==> src/rtl/mul_ucode_sequencer_if.sv <==
// rtl/mul_ucode_sequencer_if.sv - decoder <-> multiply sequencer request/writeback bundle
interface mul_ucode_sequencer_if #(
  parameter int WIDTH = 32
);
  logic             mul_trigger;
  logic [1:0]       mul_type;
  logic [3:0]       dest_reg;
  logic [WIDTH-1:0] src_a_data;
  logic [WIDTH-1:0] src_b_data;
  logic [15:0]      imm;
  logic             flush;
  logic             busy;
  logic             stall;
  logic             rf_we;
  logic [3:0]       rf_waddr;
  logic [WIDTH-1:0] rf_wdata;
  logic             done;
  logic             overflow;

  modport master (
    output mul_trigger, mul_type, dest_reg, src_a_data, src_b_data, imm, flush,
    input  busy, stall, rf_we, rf_waddr, rf_wdata, done, overflow
  );

  modport slave (
    input  mul_trigger, mul_type, dest_reg, src_a_data, src_b_data, imm, flush,
    output busy, stall, rf_we, rf_waddr, rf_wdata, done, overflow
  );
endinterface

==> src/rtl/mul_ucode_sequencer.sv <==
// rtl/mul_ucode_sequencer.sv - shift-add multiply sequencer with register-file writeback
// Optional MUL_EARLY_EXIT_EN: leave ITER as soon as the remaining multiplier is zero.
module mul_ucode_sequencer #(
  parameter int WIDTH = 32,
  parameter int CNT_W = 6
) (
  input  logic                  clk,
  input  logic                  rst,
  mul_ucode_sequencer_if.slave  bus
);

  typedef enum logic [1:0] {IDLE, ITER, WRITE} state_t;

  state_t               state;
  logic [2*WIDTH-1:0]   mcand;
  logic [2*WIDTH-1:0]   acc;
  logic [WIDTH-1:0]     mplier;
  logic [CNT_W-1:0]     cnt;
  logic [3:0]           dest_q;
  logic                 signed_q;
  logic                 neg_q;
  logic                 we_q;
  logic                 ovf_q;
  logic [3:0]           waddr_q;
  logic [WIDTH-1:0]     wdata_q;

  logic [WIDTH-1:0]     op_b;
  logic                 a_neg;
  logic                 b_neg;
  logic [WIDTH-1:0]     a_mag;
  logic [WIDTH-1:0]     b_mag;
  logic [2*WIDTH-1:0]   acc_nxt;
  logic [WIDTH-1:0]     mplier_nxt;
  logic [2*WIDTH-1:0]   prod;
  logic                 last_iter;
  logic                 ovf_nxt;

  always_comb begin
    op_b = '0;
    if (bus.mul_type[0])
      op_b = bus.src_b_data;
    else if (bus.mul_type[1])
      op_b = WIDTH'($signed(bus.imm));
    else
      op_b = WIDTH'(bus.imm);

    a_neg = bus.mul_type[1] & bus.src_a_data[WIDTH-1];
    b_neg = bus.mul_type[1] & op_b[WIDTH-1];
    a_mag = a_neg ? -bus.src_a_data : bus.src_a_data;
    b_mag = b_neg ? -op_b : op_b;
  end

  // The product is finalised on the edge that enters WRITE so rf_wdata is a plain register.
  always_comb begin
    acc_nxt    = mplier[0] ? (acc + mcand) : acc;
    mplier_nxt = mplier >> 1;
    prod       = neg_q ? -acc_nxt : acc_nxt;
`ifdef MUL_EARLY_EXIT_EN
    last_iter  = (cnt == CNT_W'(WIDTH - 1)) || (mplier_nxt == '0);
`else
    last_iter  = (cnt == CNT_W'(WIDTH - 1));
`endif
    if (signed_q)
      ovf_nxt = ~((&prod[2*WIDTH-1:WIDTH-1]) | ~(|prod[2*WIDTH-1:WIDTH-1]));
    else
      ovf_nxt = |acc_nxt[2*WIDTH-1:WIDTH];
  end

  always_ff @(posedge clk or negedge rst) begin
    if (!rst) begin
      state    <= IDLE;
      mcand    <= '0;
      acc      <= '0;
      mplier   <= '0;
      cnt      <= '0;
      dest_q   <= '0;
      signed_q <= 1'b0;
      neg_q    <= 1'b0;
      we_q     <= 1'b0;
      ovf_q    <= 1'b0;
      waddr_q  <= '0;
      wdata_q  <= '0;
    end else begin
      we_q  <= 1'b0;
      ovf_q <= 1'b0;
      case (state)
        IDLE: begin
          if (bus.mul_trigger && !bus.flush) begin
            mcand    <= {{WIDTH{1'b0}}, a_mag};
            mplier   <= b_mag;
            acc      <= '0;
            cnt      <= '0;
            dest_q   <= bus.dest_reg;
            signed_q <= bus.mul_type[1];
            neg_q    <= a_neg ^ b_neg;
            state    <= ITER;
          end
        end
        ITER: begin
          if (bus.flush) begin
            state <= IDLE;
          end else begin
            acc    <= acc_nxt;
            mcand  <= mcand << 1;
            mplier <= mplier_nxt;
            cnt    <= cnt + CNT_W'(1);
            if (last_iter) begin
              state   <= WRITE;
              we_q    <= 1'b1;
              ovf_q   <= ovf_nxt;
              wdata_q <= prod[WIDTH-1:0];
              waddr_q <= dest_q;
            end
          end
        end
        WRITE:   state <= IDLE;
        default: state <= IDLE;
      endcase
    end
  end

  // A flush arriving during WRITE cancels the write in that same cycle.
  assign bus.rf_we    = we_q & ~bus.flush;
  assign bus.done     = we_q & ~bus.flush;
  assign bus.overflow = ovf_q & ~bus.flush;
  assign bus.rf_waddr = waddr_q;
  assign bus.rf_wdata = wdata_q;
  assign bus.busy     = (state != IDLE);
  assign bus.stall    = rst & (((state == IDLE) & bus.mul_trigger) | (state == ITER));

endmodule

==> src/flat_wrapper.sv <==
// flat-port wrapper written by rule: the top's interface ports become plain ports
module mul_ucode_sequencer_flat 
#(
  parameter int WIDTH = 32,
  parameter int CNT_W = 6
)
  (clk, rst, bus_mul_trigger, bus_mul_type, bus_dest_reg, bus_src_a_data, bus_src_b_data, bus_imm, bus_flush, bus_busy, bus_stall, bus_rf_we, bus_rf_waddr, bus_rf_wdata, bus_done, bus_overflow);
  mul_ucode_sequencer_if #(.WIDTH(WIDTH)) bus_i ();
  input  logic clk;
  input  logic rst;
  input wire logic [$bits(bus_i.mul_trigger)-1:0] bus_mul_trigger;
  input wire logic [$bits(bus_i.mul_type)-1:0] bus_mul_type;
  input wire logic [$bits(bus_i.dest_reg)-1:0] bus_dest_reg;
  input wire logic [$bits(bus_i.src_a_data)-1:0] bus_src_a_data;
  input wire logic [$bits(bus_i.src_b_data)-1:0] bus_src_b_data;
  input wire logic [$bits(bus_i.imm)-1:0] bus_imm;
  input wire logic [$bits(bus_i.flush)-1:0] bus_flush;
  output wire logic [$bits(bus_i.busy)-1:0] bus_busy;
  output wire logic [$bits(bus_i.stall)-1:0] bus_stall;
  output wire logic [$bits(bus_i.rf_we)-1:0] bus_rf_we;
  output wire logic [$bits(bus_i.rf_waddr)-1:0] bus_rf_waddr;
  output wire logic [$bits(bus_i.rf_wdata)-1:0] bus_rf_wdata;
  output wire logic [$bits(bus_i.done)-1:0] bus_done;
  output wire logic [$bits(bus_i.overflow)-1:0] bus_overflow;
  assign bus_i.mul_trigger = bus_mul_trigger;
  assign bus_i.mul_type = bus_mul_type;
  assign bus_i.dest_reg = bus_dest_reg;
  assign bus_i.src_a_data = bus_src_a_data;
  assign bus_i.src_b_data = bus_src_b_data;
  assign bus_i.imm = bus_imm;
  assign bus_i.flush = bus_flush;
  assign bus_busy = bus_i.busy;
  assign bus_stall = bus_i.stall;
  assign bus_rf_we = bus_i.rf_we;
  assign bus_rf_waddr = bus_i.rf_waddr;
  assign bus_rf_wdata = bus_i.rf_wdata;
  assign bus_done = bus_i.done;
  assign bus_overflow = bus_i.overflow;
  mul_ucode_sequencer #(.WIDTH(WIDTH), .CNT_W(CNT_W)) u_core (.clk(clk), .rst(rst), .bus(bus_i));
endmodule
==> config.mk <==
export PLATFORM = sky130hd
export DESIGN_NAME = mul_ucode_sequencer_flat
export DESIGN_NICKNAME = d
export VERILOG_FILES = /design/src/rtl/mul_ucode_sequencer_if.sv /design/src/rtl/mul_ucode_sequencer.sv /design/src/flat_wrapper.sv
export SDC_FILE = /design/constraint.sdc
export NUM_CORES = 1
export LEC_CHECK = 0
export CAP_MARGIN = 10
export CORE_MARGIN = 4
export CORE_UTILIZATION = 45
export CTS_BUF_LIST = sky130_fd_sc_hd__clkbuf_8
export DETAILED_ROUTE_END_ITERATION = 12
export PLACE_DENSITY = 0.62
export SYNTH_ARGS = -nofsm -noshare
export SYNTH_HDL_FRONTEND = slang
export SYNTH_SLANG_ARGS = --single-unit
==> constraint.sdc <==
create_clock -name clk -period 4.6 [get_ports clk]
set_input_delay 0.46 -clock clk [delete_from_list [all_inputs] [get_ports clk]]
set_output_delay 0.46 -clock clk [all_outputs]
set_load 0.01 [all_outputs]
### Word level (Yosys, flattened, before mapping)

Cells that the tools add are included.

| storage, ports and cells | value |
|---|---|
| bits in registers | 212 |
| input bits | 90 |

| cells by class | value |
|---|---|
| muxes and demuxes | 29 |
| equality and inequality tests | 5 |
| bitwise gates (word level) | 12 |
| add/sub/neg operators | 5 |
| reductions and logical operators | 12 |

Operators by type and width:

| operator | count |
|---|---|
| $mux W64 | 6 |
| $pmux W64 S2 | 2 |
| $mux W32 | 6 |
| $add A64 B64 Y64 | 1 |
| $neg A32 Y32 | 2 |
| $neg A64 Y64 | 1 |
| $pmux W32 S2 | 1 |
| $reduce_and A33 Y1 | 1 |
| $reduce_or A33 Y1 | 1 |
| $reduce_or A32 Y1 | 1 |
| $mux W6 | 2 |
| $pmux W6 S2 | 1 |
| $mux W1 | 7 |
| $add A6 B1 Y6 const B | 1 |
| $and A1 B1 Y1 | 6 |
| $eq A6 B5 Y1 const B | 1 |
| $mux W2 | 3 |
| $reduce_and A3 Y1 | 2 |
| $pmux W2 S2 | 1 |
| $reduce_and A2 Y1 | 2 |
| $reduce_bool A2 Y1 | 2 |
| $ne A3 B2 Y1 const B | 1 |
| $not A1 Y1 | 3 |
| $eq A2 B1 Y1 const B | 1 |
| other kinds (7) | 8 |

### Depth between registers and ports, before layout

Gate-level depths: netlist of the first run.

| logic depth | value |
|---|---|
| word-level depth | 12 |
| gate-level depth with buffers | 21 |
| depth with buffers taken out | 19 |

### Least setup slack after synthesis of the first run

Ideal clock, no wire load.

| path | value |
|---|---|
| kind | reg-to-reg |
| start point | register u_core.acc[6] |
| end point | register u_core.ovf_q |
| period minus slack after synthesis | 4684 ps |
| stages on the path, launching flop included | 19 |
| library setup time | 133 ps |
| arrival time | 4550 ps |
| slack | -84 ps |
| data required time | 4467 ps |
| cells stage by stage | dfrtp_1 ha_1 buf_6 a21o_1 a311o_1 a21o_1 o211a_1 or3_4 a31oi_4 nand3_2 a211o_1 or3_1 buf_2 or3_4 o31ai_2 xnor2_1 nor4_1 and4_1 a211oi_1 |

| on the way | value |
|---|---|
| cells in the longest elaborated chain, start to end | 12 |
| elaborated cells on any way between the ends | 14 |
| those cells by class | add/sub: 2; mux: 6; bitwise: 3; reduce/logical: 3 |

RTL lines:

| element | line | text |
|---|---|---|
| start, declared | mul_ucode_sequencer.sv:16 | `logic [2*WIDTH-1:0] acc;` |
| start signal, assigned | mul_ucode_sequencer.sv:103 | `acc <= acc_nxt;` |
| $add A64 B64 Y64 | mul_ucode_sequencer.sv:55 | `acc_nxt = mplier[0] ? (acc + mcand) : acc;` |
| $mux W64 (*) | mul_ucode_sequencer.sv:55 |  |
| $neg A64 Y64 | mul_ucode_sequencer.sv:57 | `prod = neg_q ? -acc_nxt : acc_nxt;` |
| $mux W64 | mul_ucode_sequencer.sv:57 |  |
| $reduce_or A33 Y1 | mul_ucode_sequencer.sv:64 | `ovf_nxt = ~((&prod[2*WIDTH-1:WIDTH-1]) \| ~(\|prod[2*WIDTH-1:WIDTH-1]));` |
| $not A1 Y1 | mul_ucode_sequencer.sv:64 |  |
| $or A1 B1 Y1 | mul_ucode_sequencer.sv:64 |  |
| $not A1 Y1 | mul_ucode_sequencer.sv:64 |  |
| $mux W1 (*) | mul_ucode_sequencer.sv:63 | `if (signed_q)` |
| $mux W1 (*) | mul_ucode_sequencer.sv:107 | `if (last_iter) begin` |
| $mux W1 (*) | mul_ucode_sequencer.sv:100 | `if (bus.flush) begin` |
| $mux W1 (*) | mul_ucode_sequencer.sv:86 | `case (state)` |
| end signal, assigned | mul_ucode_sequencer.sv:110 | `ovf_q <= ovf_nxt;` |
| end, declared | mul_ucode_sequencer.sv:23 | `logic ovf_q;` |

Mark *: on every way between the ends. The rest lies on a longest branch, timed or not.
A chain may end at the register's enable or synchronous reset.

### Worst setup path after layout of the first run

| path | value |
|---|---|
| start point | register u_core.acc[7] |
| end point | register u_core.ovf_q |

The elaborated chain is that of the path after synthesis.

==> results of run 1 <==
==> worst register-to-register path: stages (launching register included) <==
cell	delay, ns
dfrtp_1	0.42
ha_4	0.26
buf_8	0.12
buf_4	0.13
a311o_1	0.38
a21o_1	0.23
o211a_1	0.28
buf_4	0.16
or3_4	0.34
a31oi_4	0.22
nand3_2	0.11
a211o_1	0.33
or3_4	0.39
buf_4	0.16
nor2_1	0.20
a21oi_1	0.13
xnor2_1	0.25
buf_4	0.16
a31oi_1	0.03
and4_1	0.22
a211oi_1	0.20
==> per-layer routing <==
metal,share of wire (%),track usage (%)
met5,0.017,0
met4,2.5,9.211
met3,8.9,7.556
met2,43,47.64
met1,46,46.37
==> kinds of logic after synthesis <==
group / count (synthesis) / share of synthesized area, %
adders and majority gates: 68 / 4.791
AOI/OAI and AO/OA: 768 / 26.79
and+or+nand+nor: 984 / 25.59
DFF: 212 / 29.62
buffers and inverters: 191 / 4.247
xor gates and xnor gates: 131 / 6.405
muxes: 45 / 2.563
==> area by class of cell <==
cell class / count / area, µm²
Fill cell: 3471 / 13610
Multi-Input combinational cell: 1996 / 12850
Timing Repair Buffer: 689 / 5637
Sequential cell: 212 / 5318
Clock buffer: 50 / 688.2
Tap cell: 518 / 648.1
Inverter: 36 / 135.1
Clock inverter: 22 / 115.1
Antenna cell: 1 / 2.502
==> sequential cells by signal, summed over array words and instances (netlist names) <==
signal	count
u_core.bus.rf_waddr	4
u_core.cnt	6
u_core.signed_q	1
u_core.bus.rf_wdata	32
u_core.mplier	32
u_core.ovf_q	1
u_core.state	2
u_core.dest_q	4
u_core.mcand	64
u_core.acc	64
u_core.neg_q	1
u_core.we_q	1
==> placed cells by master (no fill, tap or decap), types with 11 or more instances in the layout <==
cell             count
nand4_1             53
ha_4                12
o21ai_1             17
dfrtp_1            204
o31ai_1             18
inv_1               45
xnor2_1             67
a31oi_1             25
mux2i_1             37
o211ai_1            20
nand2b_1            18
buf_4              539
nor2_1             213
or2_2               11
or3_1               30
ha_1                51
nor4_1              13
buf_6               11
nor2b_1             17
o21ai_2             11
a21oi_2             13
nand3_1             70
nor3_1              67
a21o_1              36
xor2_1              59
o21ai_0            225
nand2_1            379
o21a_1              15
a21oi_1            197
clkdlybuf4s50_1    128
and3_1              12
clkbuf_8            50
a211oi_1            12
==> worst min path at each step <==
stage / slack (ns) / end / start
2_1_floorplan: 0.16 / u_core.acc[0]$_DFFE_PN0P_ / rst
3_3_place_gp: 0.45 / u_core.bus.rf_waddr[3]$_DFFE_PN0P_ / u_core.bus.rf_waddr[3]$_DFFE_PN0P_
3_5_place_dp: 0.46 / u_core.mplier[31]$_DFFE_PN0P_ / u_core.mplier[31]$_DFFE_PN0P_
4_1_cts: 0.36 / u_core.dest_q[3]$_DFFE_PN0P_ / bus_dest_reg[3]
5_1_grt: 0.39 / u_core.dest_q[3]$_DFFE_PN0P_ / bus_dest_reg[3]
6_report: 0.38 / u_core.bus.rf_wdata[18]$_DFFE_PN0P_ / rst
==> where the power goes <==
part / total (µW) / leakage [µW] / switching (µW) / internal, µW
registers: 2440 / 0.00278 / 297 / 2150
clock network: 1910 / 0.000457 / 921 / 991
logic: 6580 / 0.00810 / 3500 / 3080
==> through the flow <==
| step | util [%] | TNS [ns] | power [µW] | cell area, µm² | std cells |
|---|---|---|---|---|---|
| floorplan | - | 0 | 5227 | 17930 | 2399 |
| CTS | 63.22 | -0.1927 | 10340 | 24660 | 3501 |
| global route | 65.10 | -0.3895 | 11520 | 25390 | 3523 |
| global placement | 59.47 | -0.5966 | 7965 | 23200 | 3403 |
| detailed placement | 59.47 | -0.8049 | 8051 | 23200 | 3403 |
| finish | 65.11 | -0.2314 | 10930 | 25400 | 3524 |
==> what timing repair did <==
action | CTS | global route
hold buffers | 1 | 0
gates resized for setup | 99 | 109
pin swaps | 40 | 59
endpoints found under the hold margin | 69 | 0
setup buffers | 25 | 22
endpoints found under the setup margin | 3 | 1
==> flow_metrics.tcl, run 1 <==
set metrics [dict create \
    synth-seq-cells 212 \
    crit_required_ns 5.11 \
    maxSlewViolCount 0 \
    synth_top_area_share_pct 29.62 \
    hold_ws_ns 0.3782 \
    drt_iter0_drc 2173 \
    r2r-end "u_core.ovf_q$_DFF_PN0_" \
    cts_tree "done" \
    cap_viol_max_count 0 \
    numCtsBuffers 40 \
    cp_slowest_cell "dfrtp_1" \
    firstDrtPassIters 5 \
    grt_util_all_layers_pct 31.96 \
    worst-r2r-cell-count 20 \
    setup_violations 1 \
    grt_first_pass_wirelength_um 111100 \
    root_buffer "clkbuf_8" \
    path_class "reg -> reg" \
    clkSinkCount 212 \
    clkTransAtPathRegs_ns 0.07 \
    period_needed_ns 4.831 \
    synth-main-ff-cell "dfrtp_1" \
    hpwl_um 54610 \
    ir_drop_v 0.0002192 \
    port_buffers 130 \
    slew_headroom_pct 22.94 \
    ys_top_cells_by_area "dfrtp_1 (30%), nand2_1 (8.0%), o21ai_0 (6.9%)" \
    ant_nets 0 \
    dieArea_um2 43060 \
    cp.arrival_ns 5.35 \
    via_per_inst 5.928 \
    rows 72 \
    yosys_warnings 0 \
    grt_max_degree 144 \
    r2r_start "u_core.acc[7]$_DFFE_PN0P_" \
    yosysMostFrequentCell "nand2_1" \
    cp-end-kind "flop" \
    antenna_found_initial 1 \
    chipHeight_um 207.5 \
    crit_cells 20 \
    overflow 0 \
    finalWirelength_um 72450 \
    start_util_pct 45.92 \
    synth.avg_cell_area_um2 7.467 \
    core_area_um2 39010 \
    finalNetCount 3133 \
    yosys-top-cells-count "nand2_1 (382), o21ai_0 (248), nor2_1 (221)" \
    crit_family "compound AO/OA/AOI/OAI gates" \
    power.leakage_uw 0.01134 \
    finalHoldViolations 0 \
    drive_gt1_share_pct 26.72 \
    ios 131 \
    p_per_area_nw_per_um2 430.5 \
    violations "setup timing" \
    routed-via-count 20892 \
    path_cells "ha_4 -> buf_8 -> buf_4 -> a311o_1 -> a21o_1 -> o211a_1 -> buf_4 -> or3_4 -> a31oi_4 -> nand3_2 -> a211o_1 -> or3_4 -> buf_4 -> nor2_1 -> a21oi_1 -> xnor2_1 -> buf_4 -> a31oi_1 -> and4_1 -> a211oi_1" \
    rrSetupSlack_ns -0.23 \
    synthesis.area_um2 17910 \
    gp_congestion 0.9893 \
    clock_skew_ns 0.04487 \
    area_growth_pct 41.78 \
    tightest_slew_ns 1.156 \
    syn_inst 2399 \
    rsz0062_at_grt "yes" \
    dieWidth_um 207.5 \
    crit_fanout 7 \
    clock_latency_ns 0.62 \
    endpoint "u_core.ovf_q$_DFF_PN0_" \
    crit_top_cell "buf_4" \
    synth_cell_type_count 88 \
    drc 0 \
    syn_nets 2557 \
    max_freq_mhz 207.0 \
    fin_crit_sh_pct 105.0 \
    startpoint "u_core.acc[7]$_DFFE_PN0P_" \
    wire_per_inst_um 20.56 \
    htree_levels 2 \
    fin_ws_ns -0.2314 \
    path_buf_inv 5 \
    ys_seq_area_share_pct 29.62 \
    grt_pass1_vias 19859 \
    dpl_worst_slack_ns -0.7499 \
    synth_edf_count 0 \
    async_flop_share_pct 100.0 \
    cts_max_path_buffers 3 \
    startpoint_type "flop" \
    slowest_delay_ns 0.42 \
    synth.largest_area_cell "dfrtp_1" \
    holdCritPathClass "in -> async" \
    outcome "complete, but fails checks" \
]
(Power assumes the default switching activity.)
==> run 2, diff against run 1 <==
PLACE_DENSITY = 0.66   (was 0.62)
==> flow_metrics.tcl, run 2 (same netlist as run 1, synthesis figures left out) <==
set metrics [dict create \
    clock_latency_ns 0.65 \
    cp-end-kind "flop" \
    via_per_inst 5.865 \
    layout_commonest_cell "buf_4" \
    fin_cells 3497 \
    rows 72 \
    grt_first_pass_wirelength_um 108900 \
    grt_util_all_layers_pct 31.14 \
    clock_skew_ns 0.06122 \
    cp.arrival_ns 5.35 \
    period_needed_ns 4.851 \
    worst-r2r-cell-count 18 \
    cts_max_path_buffers 3 \
    core_area_um2 39010 \
    outcome "complete, but fails checks" \
    htree_levels 2 \
    drc 0 \
    power.leakage_uw 0.01121 \
    firstDrtPassIters 6 \
    finalNetCount 3105 \
    drive_gt1_share_pct 24.94 \
    slew_headroom_pct 24.91 \
    rsz0062_at_grt "yes" \
    finalHoldViolations 0 \
    start_util_pct 45.92 \
    dpl_worst_slack_ns -0.6432 \
    hold_ws_ns 0.3248 \
    fin_ws_ns -0.2505 \
    diodes 0 \
    r2r-end "u_core.ovf_q$_DFF_PN0_" \
    clkTransAtPathRegs_ns 0.06 \
    max_freq_mhz 206.2 \
    gp_congestion 1.001 \
    ir_drop_v 0.0002229 \
    root_buffer "clkbuf_8" \
    r2r_start "u_core.mcand[8]$_DFFE_PN0P_" \
    grt_pass1_vias 19593 \
    crit_family "simple AND/OR/NAND/NOR gates" \
    clkSinkCount 212 \
    startpoint_type "flop" \
    holdCritPathClass "in -> async" \
    dieWidth_um 207.5 \
    cap_viol_max_count 0 \
    tightest_slew_ns 1.126 \
    ios 131 \
    area_growth_pct 39.51 \
    maxSlewViolCount 0 \
    path_class "reg -> reg" \
    cts_tree "done" \
    port_buffers 130 \
    ant_nets 0 \
    routed-via-count 20511 \
    slowest_delay_ns 0.49 \
    p_per_area_nw_per_um2 427.2 \
    rrSetupSlack_ns -0.25 \
    dieArea_um2 43060 \
    numCtsBuffers 41 \
    path_buf_inv 2 \
    fin_crit_sh_pct 105.4 \
    finalWirelength_um 70280 \
    crit_required_ns 5.10 \
    n_fill_cell 3526 \
    violations "setup timing" \
    overflow 0 \
    place_inst 3405 \
    startpoint "u_core.mcand[8]$_DFFE_PN0P_" \
    crit_top_cell "or3_4" \
    setup_violations 1 \
    cp_slowest_cell "dfrtp_1" \
    antenna_found_initial 1 \
    drt_iter0_drc 1892 \
    final_cell_mix "buf_4 (515), nand2_1 (380), o21ai_0 (234)" \
    chipHeight_um 207.5 \
    wire_per_inst_um 20.10 \
    crit_fanout 6 \
    path_cells "ha_4 -> a21o_1 -> a311o_1 -> a21o_1 -> o211a_4 -> buf_4 -> or3_4 -> a31oi_4 -> nand3_2 -> a211o_1 -> or3_4 -> or3_4 -> buf_4 -> o211ai_1 -> nand4_1 -> nor4b_2 -> and4_1 -> a211oi_1" \
    grt_max_degree 155 \
    reg_top3 "u_core.acc x64, u_core.mcand x64" \
    hpwl_um 53580 \
    p_total_uw 10680 \
]
==> run 2: worst max-delay path by stage <==
| stage | end | slack, ns | cells past startpoint |
|---|---|---|---|
| 5_1_grt | u_core.ovf_q$_DFF_PN0_ | -0.48 | 22 |
| 2_1_floorplan | u_core.ovf_q$_DFF_PN0_ | 0.003 | 18 |
| 4_1_cts | u_core.ovf_q$_DFF_PN0_ | -0.25 | 21 |
| 3_3_place_gp | u_core.ovf_q$_DFF_PN0_ | -0.67 | 18 |
| 6_report | u_core.ovf_q$_DFF_PN0_ | -0.25 | 18 |
| 3_5_place_dp | u_core.ovf_q$_DFF_PN0_ | -0.64 | 20 |
==> run 2: where the power goes <==
| group | internal, µW | switching, µW |
|---|---|---|
| logic | 2870 | 3340 |
| clock network | 1100 | 928 |
| registers | 2150 | 289 |
==> run 2: layout make-up <==
cell class / count / area [µm²] / area share (%)
inverter: 36 / 135.1 / 0.5407
multi-input combinational: 1996 / 12620 / 50.49
clock buffer: 53 / 729.5 / 2.919
timing repair buffer: 660 / 5405 / 21.63
tap: 518 / 648.1 / 2.594
clock inverter: 22 / 135.1 / 0.5407
sequential: 212 / 5320 / 21.29
==> run 2: metrics by stage <==
| step | TNS [ns] | instance area, µm² | util, % |
|---|---|---|---|
| after global routing | -0.4767 | 24990 | 64.07 |
| after CTS | -0.2511 | 24550 | 62.94 |
| final | -0.2505 | 24990 | 64.07 |
| after floorplan | 0 | 17930 | - |
| after global placement | -0.6721 | 23240 | 59.57 |
| after detailed placement | -0.6432 | 23240 | 59.57 |
==> run 2: timing repair <==
action / CTS / global route
endpoints found under the hold margin: 58 / 0
pin swaps: 30 / 47
hold buffers: 1 / 0
endpoints found under the setup margin: 1 / 1
resized for setup: 78 / 75
buffers inserted: 9 / 7
==> run 2: per-layer routing <==
metal | global-route usage, % | vias to the layer above | part of all wire, %
li1 | - | 9855 | -
met1 | 45.49 | 9789 | 47
met2 | 45.92 | 742 | 42
met3 | 7.526 | 123 | 8.2
met4 | 9.029 | 2 | 2.8
met5 | 0 | - | 0.018
==> run 3, diff against run 2 <==
CORE_ASPECT_RATIO = 0.9   (was unset)
==> flow_metrics.tcl, run 3 (same netlist as run 1, synthesis figures left out) <==
set metrics [dict create \
    core_area_um2 39370 \
    wire_per_inst_um 20.51 \
    holdCritPathClass "in -> async" \
    crit_top_cell "a211o_1" \
    slew_headroom_pct 33.64 \
    finalHoldViolations 0 \
    period_needed_ns 4.971 \
    crit_fanout 7 \
    path_cells "ha_1 -> nand2_1 -> buf_4 -> nor2_1 -> nor2_1 -> a211o_1 -> o21ai_1 -> buf_4 -> nand3_1 -> a211o_1 -> a211o_1 -> or3_4 -> or3_4 -> o31ai_4 -> xnor2_1 -> nor4_1 -> and4_1 -> a211oi_2" \
    start_util_pct 45.50 \
    rrSetupSlack_ns -0.37 \
    layout_commonest_cell "buf_4" \
    startpoint_type "flop" \
    dieWidth_um 218.3 \
    finalNetCount 3102 \
    hold_ws_ns 0.3341 \
    htree_levels 2 \
    dpl_worst_slack_ns -0.7786 \
    area_growth_pct 38.46 \
    grt_first_pass_wirelength_um 112100 \
    slowest_delay_ns 0.48 \
    routed-via-count 20613 \
    finalWirelength_um 71860 \
    dieArea_um2 43070 \
    post-route-util_pct 63.01 \
    path_class "reg -> reg" \
    grt_pass1_vias 19678 \
    ios 131 \
    rows 69 \
    postPlaceCellArea_um2 23110 \
    fin_crit_sh_pct 108.1 \
    outcome "complete, but fails checks" \
    clock_skew_ns 0.03581 \
    drive_gt1_share_pct 24.34 \
    via_per_inst 5.883 \
    chipHeight_um 197.3 \
    cts_max_path_buffers 3 \
    setup_violations 1 \
    power.leakage_uw 0.01113 \
    clkSinkCount 212 \
    port_buffers 130 \
    antenna_found_initial 0 \
    ir_drop_v 0.0002122 \
    clkTransAtPathRegs_ns 0.06 \
    cp-end-kind "flop" \
    crit_family "simple AND/OR/NAND/NOR gates" \
    hpwl_um 55090 \
    p_per_area_nw_per_um2 430.0 \
    tightest_slew_ns 0.9933 \
    drc 0 \
    numCtsBuffers 41 \
    max_freq_mhz 201.2 \
    cp_slowest_cell "dfrtp_1" \
    cp.arrival_ns 5.45 \
    maxSlewViolCount 0 \
    clock_latency_ns 0.63 \
    root_buffer "clkbuf_8" \
    drt_iter0_drc 2057 \
    cap_viol_max_count 0 \
    grt_max_degree 69 \
    cts_tree "done" \
    reg_top3 "u_core.acc x64, u_core.mcand x64" \
    r2r_start "u_core.mcand[17]$_DFFE_PN0P_" \
    violations "setup timing" \
    n_fill_cell 3560 \
    fin_ws_ns -0.3712 \
    overflow 0 \
    worst-r2r-cell-count 18 \
    crit_required_ns 5.07 \
    final_area_um2 24800 \
    rsz0062_at_grt "yes" \
    path_buf_inv 2 \
    gp_congestion 0.9932 \
    grt_util_all_layers_pct 32.77 \
    ant_nets 0 \
    r2r-end "u_core.ovf_q$_DFF_PN0_" \
    firstDrtPassIters 6 \
    final_cell_mix "buf_4 (511), nand2_1 (380), o21ai_0 (235)" \
    setup-tns-final_ns -0.3712 \
]
-- run 3: layout make-up --
class / instances / area [µm²] / share of cell area, %
multi-input cells: 1996 / 12480 / 50.30
repair buffers: 657 / 5386 / 21.72
flip-flops and latches: 212 / 5318 / 21.44
well taps: 532 / 665.6 / 2.684
clock buffers: 48 / 660.6 / 2.663
clock inverters: 22 / 158.9 / 0.6406
inverters: 36 / 135.1 / 0.5448
diodes: 1 / 2.502 / 0.01009
-- run 3: how the worst max path moves through the flow --
stage	start	endpoint	depth (start not counted)
after global placement	u_core.acc[0]$_DFFE_PN0P_	u_core.ovf_q$_DFF_PN0_	20
after global routing	u_core.mcand[8]$_DFFE_PN0P_	u_core.ovf_q$_DFF_PN0_	18
after detailed placement	u_core.acc[0]$_DFFE_PN0P_	u_core.ovf_q$_DFF_PN0_	20
final	u_core.mcand[17]$_DFFE_PN0P_	u_core.ovf_q$_DFF_PN0_	18
after CTS	u_core.mcand[8]$_DFFE_PN0P_	u_core.ovf_q$_DFF_PN0_	18
after floorplan	u_core.acc[6]$_DFFE_PN0P_	u_core.ovf_q$_DFF_PN0_	18
-- run 3: through the flow --
| stage | instances | total power, µW |
|---|---|---|
| floorplan | 2399 | 5227 |
| global placement | 3400 | 8051 |
| detailed placement | 3400 | 8122 |
| CTS | 3498 | 10430 |
| global route | 3503 | 11260 |
| finish | 3504 | 10670 |
-- run 3: per-layer routing --
metal,part of all wire (%),track usage (%),vias to the layer above,wire length (µm)
li1,-,-,9847,-
met1,48,50.44,9819,34640
met2,41,48.28,853,29760
met3,8.7,6.090,94,6276
met4,1.6,6.225,0,1183
met5,0,0,-,0
-- run 3: power by group --
group	switching, µW	leakage [µW]	internal [µW]
combinational	3380	0.00788	2880
sequential	277	0.00278	2150
clock	924	0.000466	1060
total	4580	0.0111	6090
-- run 3: repair_timing --
item,CTS,global route
resized for setup,84,48
cloned,0,0
endpoints found under the setup margin,6,5
setup buffers,27,4
hold endpoints to repair,44,0
hold buffers,1,0
pin swaps,38,29
